==> src/rtl/serial_sub_pkg.sv <==
// Shared types and defaults for the bit-serial subtractor controller.
package serial_sub_pkg;

    localparam int unsigned SERIAL_SUB_DEFAULT_WIDTH = 8;

    typedef enum logic [1:0] {
        IDLE = 2'd0,
        RUN  = 2'd1,
        DONE = 2'd2
    } state_t;

endpackage

==> src/rtl/full_sub_cell.sv <==
// Combinational 1-bit full subtractor: x - y - bi -> d, borrow-out bo.
module full_sub_cell (
    input  logic x,
    input  logic y,
    input  logic bi,
    output logic d,
    output logic bo
);

    // Difference and borrow of a single bit position
    always_comb begin
        d  = x ^ y ^ bi;
        bo = (~x & y) | (~(x ^ y) & bi);
    end

endmodule

==> src/rtl/serial_sub_ctrl.sv <==
// Bit-serial WIDTH-bit subtractor controller: computes a - b - bin LSB-first
// through one full_sub_cell, with start/in_ready and out_valid/out_ready
// handshakes.
// Optional macro SERIAL_SUB_FLAGS_EN adds registered zero/neg result flags.
module serial_sub_ctrl
    import serial_sub_pkg::*;
#(
    parameter int unsigned WIDTH = SERIAL_SUB_DEFAULT_WIDTH,
    parameter int unsigned CNT_W = $clog2(WIDTH)
) (
    input  logic             clk,
    input  logic             rst_n,
    input  logic             start,
    input  logic [WIDTH-1:0] a,
    input  logic [WIDTH-1:0] b,
    input  logic             bin,
    output logic             in_ready,
    output logic             busy,
    output logic [WIDTH-1:0] diff,
    output logic             borrow,
    output logic             out_valid,
`ifdef SERIAL_SUB_FLAGS_EN
    output logic             zero,
    output logic             neg,
`endif
    input  logic             out_ready
);

    state_t             state;
    logic [WIDTH-1:0]   a_sr;
    logic [WIDTH-1:0]   b_sr;
    logic               br;
    logic [CNT_W-1:0]   cnt;
    logic               cell_d;
    logic               cell_bo;
    logic               last_bit;

    full_sub_cell u_cell (
        .x  (a_sr[0]),
        .y  (b_sr[0]),
        .bi (br),
        .d  (cell_d),
        .bo (cell_bo)
    );

    assign last_bit = (cnt == CNT_W'(WIDTH - 1));
    assign in_ready = (state == IDLE);
    assign busy     = (state != IDLE);

    // Control FSM, operand shift registers, bit counter and result registers
    always_ff @(posedge clk or negedge rst_n) begin
        if (!rst_n) begin
            state     <= IDLE;
            a_sr      <= '0;
            b_sr      <= '0;
            br        <= 1'b0;
            cnt       <= '0;
            diff      <= '0;
            borrow    <= 1'b0;
            out_valid <= 1'b0;
        end else begin
            case (state)
                IDLE: begin
                    if (start) begin
                        a_sr  <= a;
                        b_sr  <= b;
                        br    <= bin;
                        cnt   <= '0;
                        state <= RUN;
                    end
                end
                RUN: begin
                    diff <= {cell_d, diff[WIDTH-1:1]};
                    a_sr <= a_sr >> 1;
                    b_sr <= b_sr >> 1;
                    br   <= cell_bo;
                    cnt  <= cnt + CNT_W'(1);
                    if (last_bit) begin
                        borrow    <= cell_bo;
                        out_valid <= 1'b1;
                        state     <= DONE;
                    end
                end
                DONE: begin
                    if (out_ready) begin
                        out_valid <= 1'b0;
                        state     <= IDLE;
                    end
                end
                default: state <= IDLE;
            endcase
        end
    end

`ifdef SERIAL_SUB_FLAGS_EN
    logic zero_acc;

    // Serial zero detection over the produced diff bits; flags land with out_valid
    always_ff @(posedge clk or negedge rst_n) begin
        if (!rst_n) begin
            zero_acc <= 1'b0;
            zero     <= 1'b0;
            neg      <= 1'b0;
        end else begin
            if (state == IDLE && start) begin
                zero_acc <= 1'b1;
            end else if (state == RUN) begin
                zero_acc <= zero_acc & ~cell_d;
                if (last_bit) begin
                    zero <= zero_acc & ~cell_d;
                    neg  <= cell_bo;
                end
            end
        end
    end
`else
    // Result flags are not built in this configuration.
`endif

endmodule
==> config.mk <==
export PLATFORM = sky130hd
export DESIGN_NAME = serial_sub_ctrl
export DESIGN_NICKNAME = d
export VERILOG_FILES = /design/src/rtl/serial_sub_pkg.sv /design/src/rtl/full_sub_cell.sv /design/src/rtl/serial_sub_ctrl.sv
export SDC_FILE = /design/constraint.sdc
export NUM_CORES = 1
export LEC_CHECK = 0
export BUFFER_PORTS_ARGS = -buffer_cell sky130_fd_sc_hd__buf_2
export CAP_MARGIN = 20
export CORE_MARGIN = 4
export CORE_UTILIZATION = 31
export CTS_BUF_LIST = sky130_fd_sc_hd__clkbuf_8
export DETAILED_ROUTE_END_ITERATION = 6
export GPL_ROUTABILITY_DRIVEN = 1
export GPL_TIMING_DRIVEN = 0
export PLACE_DENSITY_LB_ADDON = 0.08
export SYNTH_ARGS = -nofsm -noshare
export SYNTH_HDL_FRONTEND = slang
export SYNTH_SLANG_ARGS = --single-unit
==> constraint.sdc <==
create_clock -name clk -period 1.8 [get_ports clk]
set_clock_uncertainty 0.1 [all_clocks]
set_input_delay 0.18 -clock clk [delete_from_list [all_inputs] [get_ports clk]]
set_output_delay 0.18 -clock clk [all_outputs]
set_load 0.03 [all_outputs]
==> flow_metrics.env, run 1 <==
export IMPL_synth_simple_area_share_pct=20.49
export IMPL_syn_to_final_growth_pct=23.17
export IMPL_crit_chain="buf_6, buf_2, or2_1, inv_1, clkbuf_4"
export IMPL_ys_ff_latch=32
export IMPL_die_h_um=78.46
export IMPL_synth_xor_area_share_pct=0
export IMPL_wl_per_cell_um=14.08
export IMPL_syn_inst=157
export IMPL_tns_ns=0
export IMPL_power_total_mw=3.334
export IMPL_status="finished clean"
export IMPL_power_leakage_nw=0.8986
export IMPL_htreeDepth=2
export IMPL_n_antenna_cell=0
export IMPL_grt_pass1_wl_um=6458
export IMPL_p_per_area_nw_per_um2=1759
export IMPL_num_vias=1281
export IMPL_cp_max_fo=10
export IMPL_use_met1_pct=17.41
export IMPL_portBuffers=32
export IMPL_critPathCaptureType="output pin"
export IMPL_cts_root_buf="clkbuf_8"
export IMPL_clock_latency_ns=0.28
export IMPL_syn_nets=182
export IMPL_relSlewSlack_pct=50.92
export IMPL_cts_sink_count=32
export IMPL_cts_tree="yes"
export IMPL_remaining_drc_errors=0
export IMPL_path_clk_slew_ns=0.06
export IMPL_track_usage_pct=13.50
export IMPL_synth_flop_cell="dfrtp_1"
export IMPL_grt_busiest_layer="met2"
export IMPL_worstHoldStart="a[7]"
export IMPL_arrival_ns=1.46
export IMPL_synth_compound_area_share_pct=16.02
export IMPL_wl_um=3744
export IMPL_layout_commonest_cell="buf_2"
export IMPL_synth_edf_count=0
export IMPL_peakVddDrop_mv=0.5581
export IMPL_setup_worst_path_class="reg2out"
export IMPL_ios=33
export IMPL_die_w_um=78.46
export IMPL_grt_use_met2_pct=20.98
export IMPL_fmax_mhz=574.0
export IMPL_rsz0062_at_grt="no"
export IMPL_hold_class="in2reg"
export IMPL_worstPathRequired_ns=1.52
export IMPL_drive_above_1_share_pct=28.64
export IMPL_setup_viol=0
export IMPL_design_area_sq_um=1896
export IMPL_placed_area_sq_um=1783
export IMPL_ys_seq_area_share_pct=52.03
export IMPL_synth_avg_cell_area_sq_um=9.802
export IMPL_grt_pass1_vias=1357
export IMPL_multi_input_area_sq_um=629.4
export IMPL_hold_viol_final=0
export IMPL_synth_adder_area_share_pct=3.740
export IMPL_finalNetCount=223
export IMPL_seq_area_sq_um=800.8
export IMPL_reg2reg_to="a_sr[0]$_DFFE_PN0P_"
export IMPL_dp_hpwl_um=2668
export IMPL_antenna_found_initial=0
export IMPL_viasPerCell=4.816
export IMPL_start_util_pct=32.37
export IMPL_tightestPinTransition_ns=0.7361
export IMPL_hold_end="a_sr[7]$_DFFE_PN0P_"
export IMPL_synth_mux_area_share_pct=0.6504
export IMPL_synthArstFlopShare_pct=100.0
export IMPL_grt_ovfl_total=0
export IMPL_start_kind="flop"
export IMPL_clk_path_buf_depth=2
export IMPL_drt_pass1_iterations=4
export IMPL_final_cell_mix="38 x buf_2, 32 x dfrtp_1, 28 x nand2_1"
export IMPL_rrSetupSlack_ns=0.46
export IMPL_maxSlewViolCount=0
export IMPL_gr_usage_met3_pct=4.128
export IMPL_core_area_sq_um=4755
export IMPL_ant_nets=0
export IMPL_synth_top_family_by_area="simple AND/OR/NAND/NOR gates"
export IMPL_r2r_cells=4
export IMPL_ys_warnings_count=0
export IMPL_numCtsBuffers=5
export IMPL_slowest_delay_ns=0.38
export IMPL_rows=25
export IMPL_period_minus_slack_ns=1.742
export IMPL_gp_congestion=0.7413
export IMPL_synth_cell_types=26
export IMPL_drtIter0Drc=65
export IMPL_cpMaxStageDelayCell="dfrtp_1"
export IMPL_dieArea_sq_um=6156
export IMPL_fin_crit_sh_pct=96.79
export IMPL_syn_cell_area_sq_um=1539
export IMPL_rr_startpoint="state[1]$_DFFE_PN0P_"
export IMPL_n_fill_cell=502
export IMPL_grt_max_degree=33
export IMPL_drv_cap=0
export IMPL_holdPathStages=3
through the flow:
| step | setup WS (ns) | cells | hold WS [ns] | util [%] |
|---|---|---|---|---|
| 2_1_floorplan | 0.2824 | 157 | -0.2156 | - |
| 3_3_place_gp | 0.3588 | 256 | 0.1803 | 37.50 |
| 3_5_place_dp | 0.3475 | 256 | 0.1866 | 37.50 |
| 4_1_cts | 0.03221 | 266 | 0.02142 | 39.82 |
| 6_report | 0.05779 | 266 | 0.03052 | 39.87 |
| 5_1_grt | 0.005551 | 266 | 0.03055 | 39.87 |
synth_stat cells (all sizes together), types with 2 or more instances:
cell / n / area [sq um]
a21oi: 2 / 10.01
a22o: 2 / 17.52
buf: 12 / 87.58
dfrtp: 32 / 800.8
ha: 3 / 37.54
inv: 5 / 21.27
nand2: 29 / 111.4
nand2b: 2 / 17.52
nor2: 9 / 33.78
nor2b: 2 / 12.51
nor3: 24 / 120.1
o21ai: 7 / 35.03
o22ai: 14 / 87.58
o32ai: 7 / 68.82
or2: 2 / 12.51
kinds of logic after synthesis:
logic type	after synthesis
multiplexers	1
AO/OA/AOI/OAI	34
buffers and inverters	17
AND/OR/NAND/NOR	69
adder cells (fa/ha/maj)	4
flip-flops	32
critical path: cells and delay by family (launching register included):
| family | cells | cell delay, ns |
|---|---|---|
| buffers and inverters | 4 | 0.54 |
| DFF | 1 | 0.38 |
| and+or+nand+nor | 1 | 0.26 |
worst max path at each step:
stage | start | endpoint | cells after the start
final | state[0]$_DFFE_PN0P_ | in_ready | 5
after global routing | state[0]$_DFFE_PN0P_ | in_ready | 5
after CTS | state[0]$_DFFE_PN0P_ | in_ready | 5
after detailed placement | state[0]$_DFFE_PN0P_ | in_ready | 5
after global placement | state[0]$_DFFE_PN0P_ | in_ready | 5
after floorplan | state[0]$_DFFE_PN0P_ | in_ready | 4
state kept, by name, indices dropped and copies added (netlist names):
signal	flops
state	2
out_valid	1
b_sr	8
a_sr	8
diff	8
borrow	1
br	1
cnt	3
layout make-up:
class | instances | area share (%)
flip-flops and latches | 32 | 42.24
multi-input cells | 108 | 33.20
repair buffers | 34 | 9.637
plain buffers | 12 | 4.620
well taps | 67 | 4.422
clock buffers | 6 | 4.356
inverters | 5 | 1.122
clock inverters | 2 | 0.3960
where the power goes:
| part | total (mW) | internal [mW] | switching, mW |
|---|---|---|---|
| Combinational | 1.48 | 0.569 | 0.916 |
| Sequential | 1.29 | 1.06 | 0.236 |
| Clock | 0.557 | 0.300 | 0.257 |
routing by layer:
metal  vias to the layer above  part of all wire [%]
li1                        640                     -
met1                       604                    47
met2                        31                    47
met3                         6                   4.8
met4                         0                   1.5
met5                         -                     0
what timing repair did:
action	CTS	global route
endpoints found under the setup margin	0	1
gates resized for setup	0	1
hold buffers	2	0
buffers inserted	0	0
endpoints found under the hold margin	33	0
(Power assumes the default switching activity.)
==> run 2, diff against run 1 <==
CELL_PAD_IN_SITES_DETAIL_PLACEMENT = 2   (was unset)
CELL_PAD_IN_SITES_GLOBAL_PLACEMENT = 2   (was unset)
SYNTH_HIERARCHICAL = 1   (was unset)
==> run 2 against run 1 <==
Against the previous run: register-to-register slack lost 0.16 ns; highest routed layer unchanged; cell area fell by 3.8%; via count grew 0.86%; wire length rose by 16%; global-route usage rose by 2.6 points; clock-buffer cell count did not move; setup slack gained 0.11 ns; critical endpoint unchanged; total power increased by 4.0%; first-iteration DRC count down 49%.
==> flow_metrics.env, run 2 <==
export IMPL_yosys_top_cells_area="dfrtp_1 54%, o22ai_1 11%, nand2_1 7.3%"
export IMPL_num_vias=1292
export IMPL_numCtsBuffers=5
export IMPL_ant_nets=0
export IMPL_hold_end="b_sr[7]$_DFFE_PN0P_"
export IMPL_grt_max_degree=33
export IMPL_maxSlewViolCount=0
export IMPL_drt_pass1_iterations=3
export IMPL_syn_inst=148
export IMPL_grt_ovfl_total=0
export IMPL_p_per_area_nw_per_um2=1900
export IMPL_power_leakage_nw=0.8940
export IMPL_seq_area_sq_um=800.8
export IMPL_dp_hpwl_um=3132
export IMPL_clk_path_buf_depth=2
export IMPL_die_h_um=77.31
export IMPL_reg_top3="a_sr: 8 flops, b_sr: 8 flops, diff: 8 flops"
export IMPL_dieArea_sq_um=5976
export IMPL_met3WireLength_um=176
export IMPL_rsz0062_at_grt="no"
export IMPL_synth_common_cells="32 x dfrtp_1, 29 x nand2_1, 26 x o22ai_1, 17 x a21oi_1, 6 x nor2_1"
export IMPL_multi_input_area_sq_um=585.6
export IMPL_peakVddDrop_mv=0.7140
export IMPL_hold_class="in2reg"
export IMPL_start_util_pct=33.06
export IMPL_postCtsHoldBufs=2
export IMPL_worstPathRequired_ns=1.52
export IMPL_drv_cap=0
export IMPL_track_usage_pct=16.09
export IMPL_portBuffers=32
export IMPL_synth_cell_types=23
export IMPL_post_cts_buffers=0
export IMPL_cts_root_buf="clkbuf_8"
export IMPL_reg2reg_to="borrow$_DFFE_PN0P_"
export IMPL_cts_resized=0
export IMPL_synth_flop_cell="dfrtp_1"
export IMPL_rr_startpoint="cnt[0]$_DFFE_PN0P_"
export IMPL_final_cell_mix="36 x buf_2, 32 x dfrtp_1, 29 x nand2_1"
export IMPL_hold_viol_final=0
export IMPL_grt_pass1_vias=1520
export IMPL_ys_ff_latch=32
export IMPL_fin_cells=242
export IMPL_dp_cells=232
export IMPL_n_fill_cell=498
export IMPL_top_layer_used="met4"
export IMPL_period_minus_slack_ns=1.636
export IMPL_synthArstFlopShare_pct=100.0
export IMPL_syn_cell_area_sq_um=1489
export IMPL_layout_commonest_cell="buf_2"
export IMPL_rrSetupSlack_ns=0.30
export IMPL_r2r_cells=4
export IMPL_grt_pass1_wl_um=7458
export IMPL_fin_crit_sh_pct=90.91
export IMPL_syn_nets=173
export IMPL_rows=24
export IMPL_clock_latency_ns=0.28
export IMPL_n_antenna_cell=0
export IMPL_finalNetCount=214
export IMPL_arrival_ns=1.36
export IMPL_wl_met2_um=2281
export IMPL_holdPathStages=3
export IMPL_remaining_drc_errors=0
export IMPL_wl_um=4349
export IMPL_path_clk_slew_ns=0.07
export IMPL_gp_congestion=0.7718
export IMPL_core_area_sq_um=4504
export IMPL_wl_per_cell_um=17.97
export IMPL_synth_edf_count=0
export IMPL_die_w_um=77.31
export IMPL_syn_to_final_growth_pct=22.52
export IMPL_cp_max_fo=10
export IMPL_setup_worst_path_class="reg2out"
export IMPL_tns_ns=0
export IMPL_antenna_found_initial=0
export IMPL_cts_sink_count=32
export IMPL_status="finished clean"
export IMPL_viasPerCell=5.339
export IMPL_ys_seq_area_share_pct=53.78
export IMPL_fmax_mhz=611.1
export IMPL_synth_top_cell_area_share_pct=53.78
export IMPL_synth_area_leader_cell="dfrtp_1"
export IMPL_synth_avg_cell_area_sq_um=10.06
export IMPL_worstHoldStart="b[7]"
export IMPL_synth_most_common_cell="dfrtp_1"
export IMPL_ys_warnings_count=6
export IMPL_cts_tree="yes"
export IMPL_tightestPinTransition_ns=0.7407
export IMPL_critPathCaptureType="output pin"
export IMPL_wl_met1_um=1850
export IMPL_setup_viol=0
export IMPL_relSlewSlack_pct=50.62
export IMPL_start_kind="flop"
export IMPL_drive_above_1_share_pct=29.47
export IMPL_ios=33
export IMPL_htreeDepth=2
export IMPL_drtIter0Drc=33
-- run 2: metrics by stage --
stage | total power [mW] | util (%) | cell area [sq um] | worst slack, ns | hold slack [ns]
6_report | 3.467 | 40.50 | 1824 | 0.1636 | 0.04102
5_1_grt | 3.765 | 40.50 | 1824 | 0.03635 | 0.04728
4_1_cts | 3.530 | 40.50 | 1824 | 0.1543 | 0.03198
3_5_place_dp | 2.932 | 38.06 | 1714 | 0.3060 | 0.2036
3_3_place_gp | 2.813 | 38.06 | 1714 | 0.3223 | 0.1888
2_1_floorplan | 2.422 | - | 1489 | 0.1782 | -0.2156
-- run 2: worst max-delay path by stage --
stage	from	end
after CTS	state[0]$_DFFE_PN0P_	busy
final	state[0]$_DFFE_PN0P_	in_ready
after detailed placement	cnt[0]$_DFFE_PN0P_	borrow$_DFFE_PN0P_
after global routing	state[0]$_DFFE_PN0P_	busy
after global placement	cnt[0]$_DFFE_PN0P_	borrow$_DFFE_PN0P_
after floorplan	state[0]$_DFFE_PN0P_	busy
-- run 2: worst max-delay path: stages, from the launching register on --
cell,delay [ns]
dfrtp_1,0.40
buf_4,0.18
nor2_1,0.24
buf_2,0.25
-- run 2: cell type report --
type                    count  share of cell area (%)
flip-flops and latches     32                   43.90
multi-input cells         100                   32.10
repair buffers             34                   9.877
clock buffers               6                   4.527
plain buffers              10                   4.390
well taps                  52                   3.567
inverters                   6                   1.235
clock inverters             2                  0.4115
-- run 2: kinds of logic (layout without fill, tap and decap cells) --
kind of cell	count (synthesis)	count (layout)	synth area share (%)
AO/OA/AOI/OAI	52	52	21.18
adder cells (fa/ha/maj)	4	4	3.866
buffers and inverters	16	58	6.890
flip-flops	32	32	53.78
multiplexers	1	1	0.7562
AND/OR/NAND/NOR	43	43	13.53
-- run 2: metal layers --
layer	up-vias	global-route usage, %
met4	0	4.270
met5	-	0
li1	605	-
met3	5	4.215
met1	656	18.24
met2	26	29.71
-- run 2: power by group --
group          switching (mW)  leakage (nW)  internal [mW]
clock network           0.265        0.0538          0.300
logic                   0.982         0.456          0.618
registers               0.247         0.384           1.05
total                    1.49         0.894           1.97
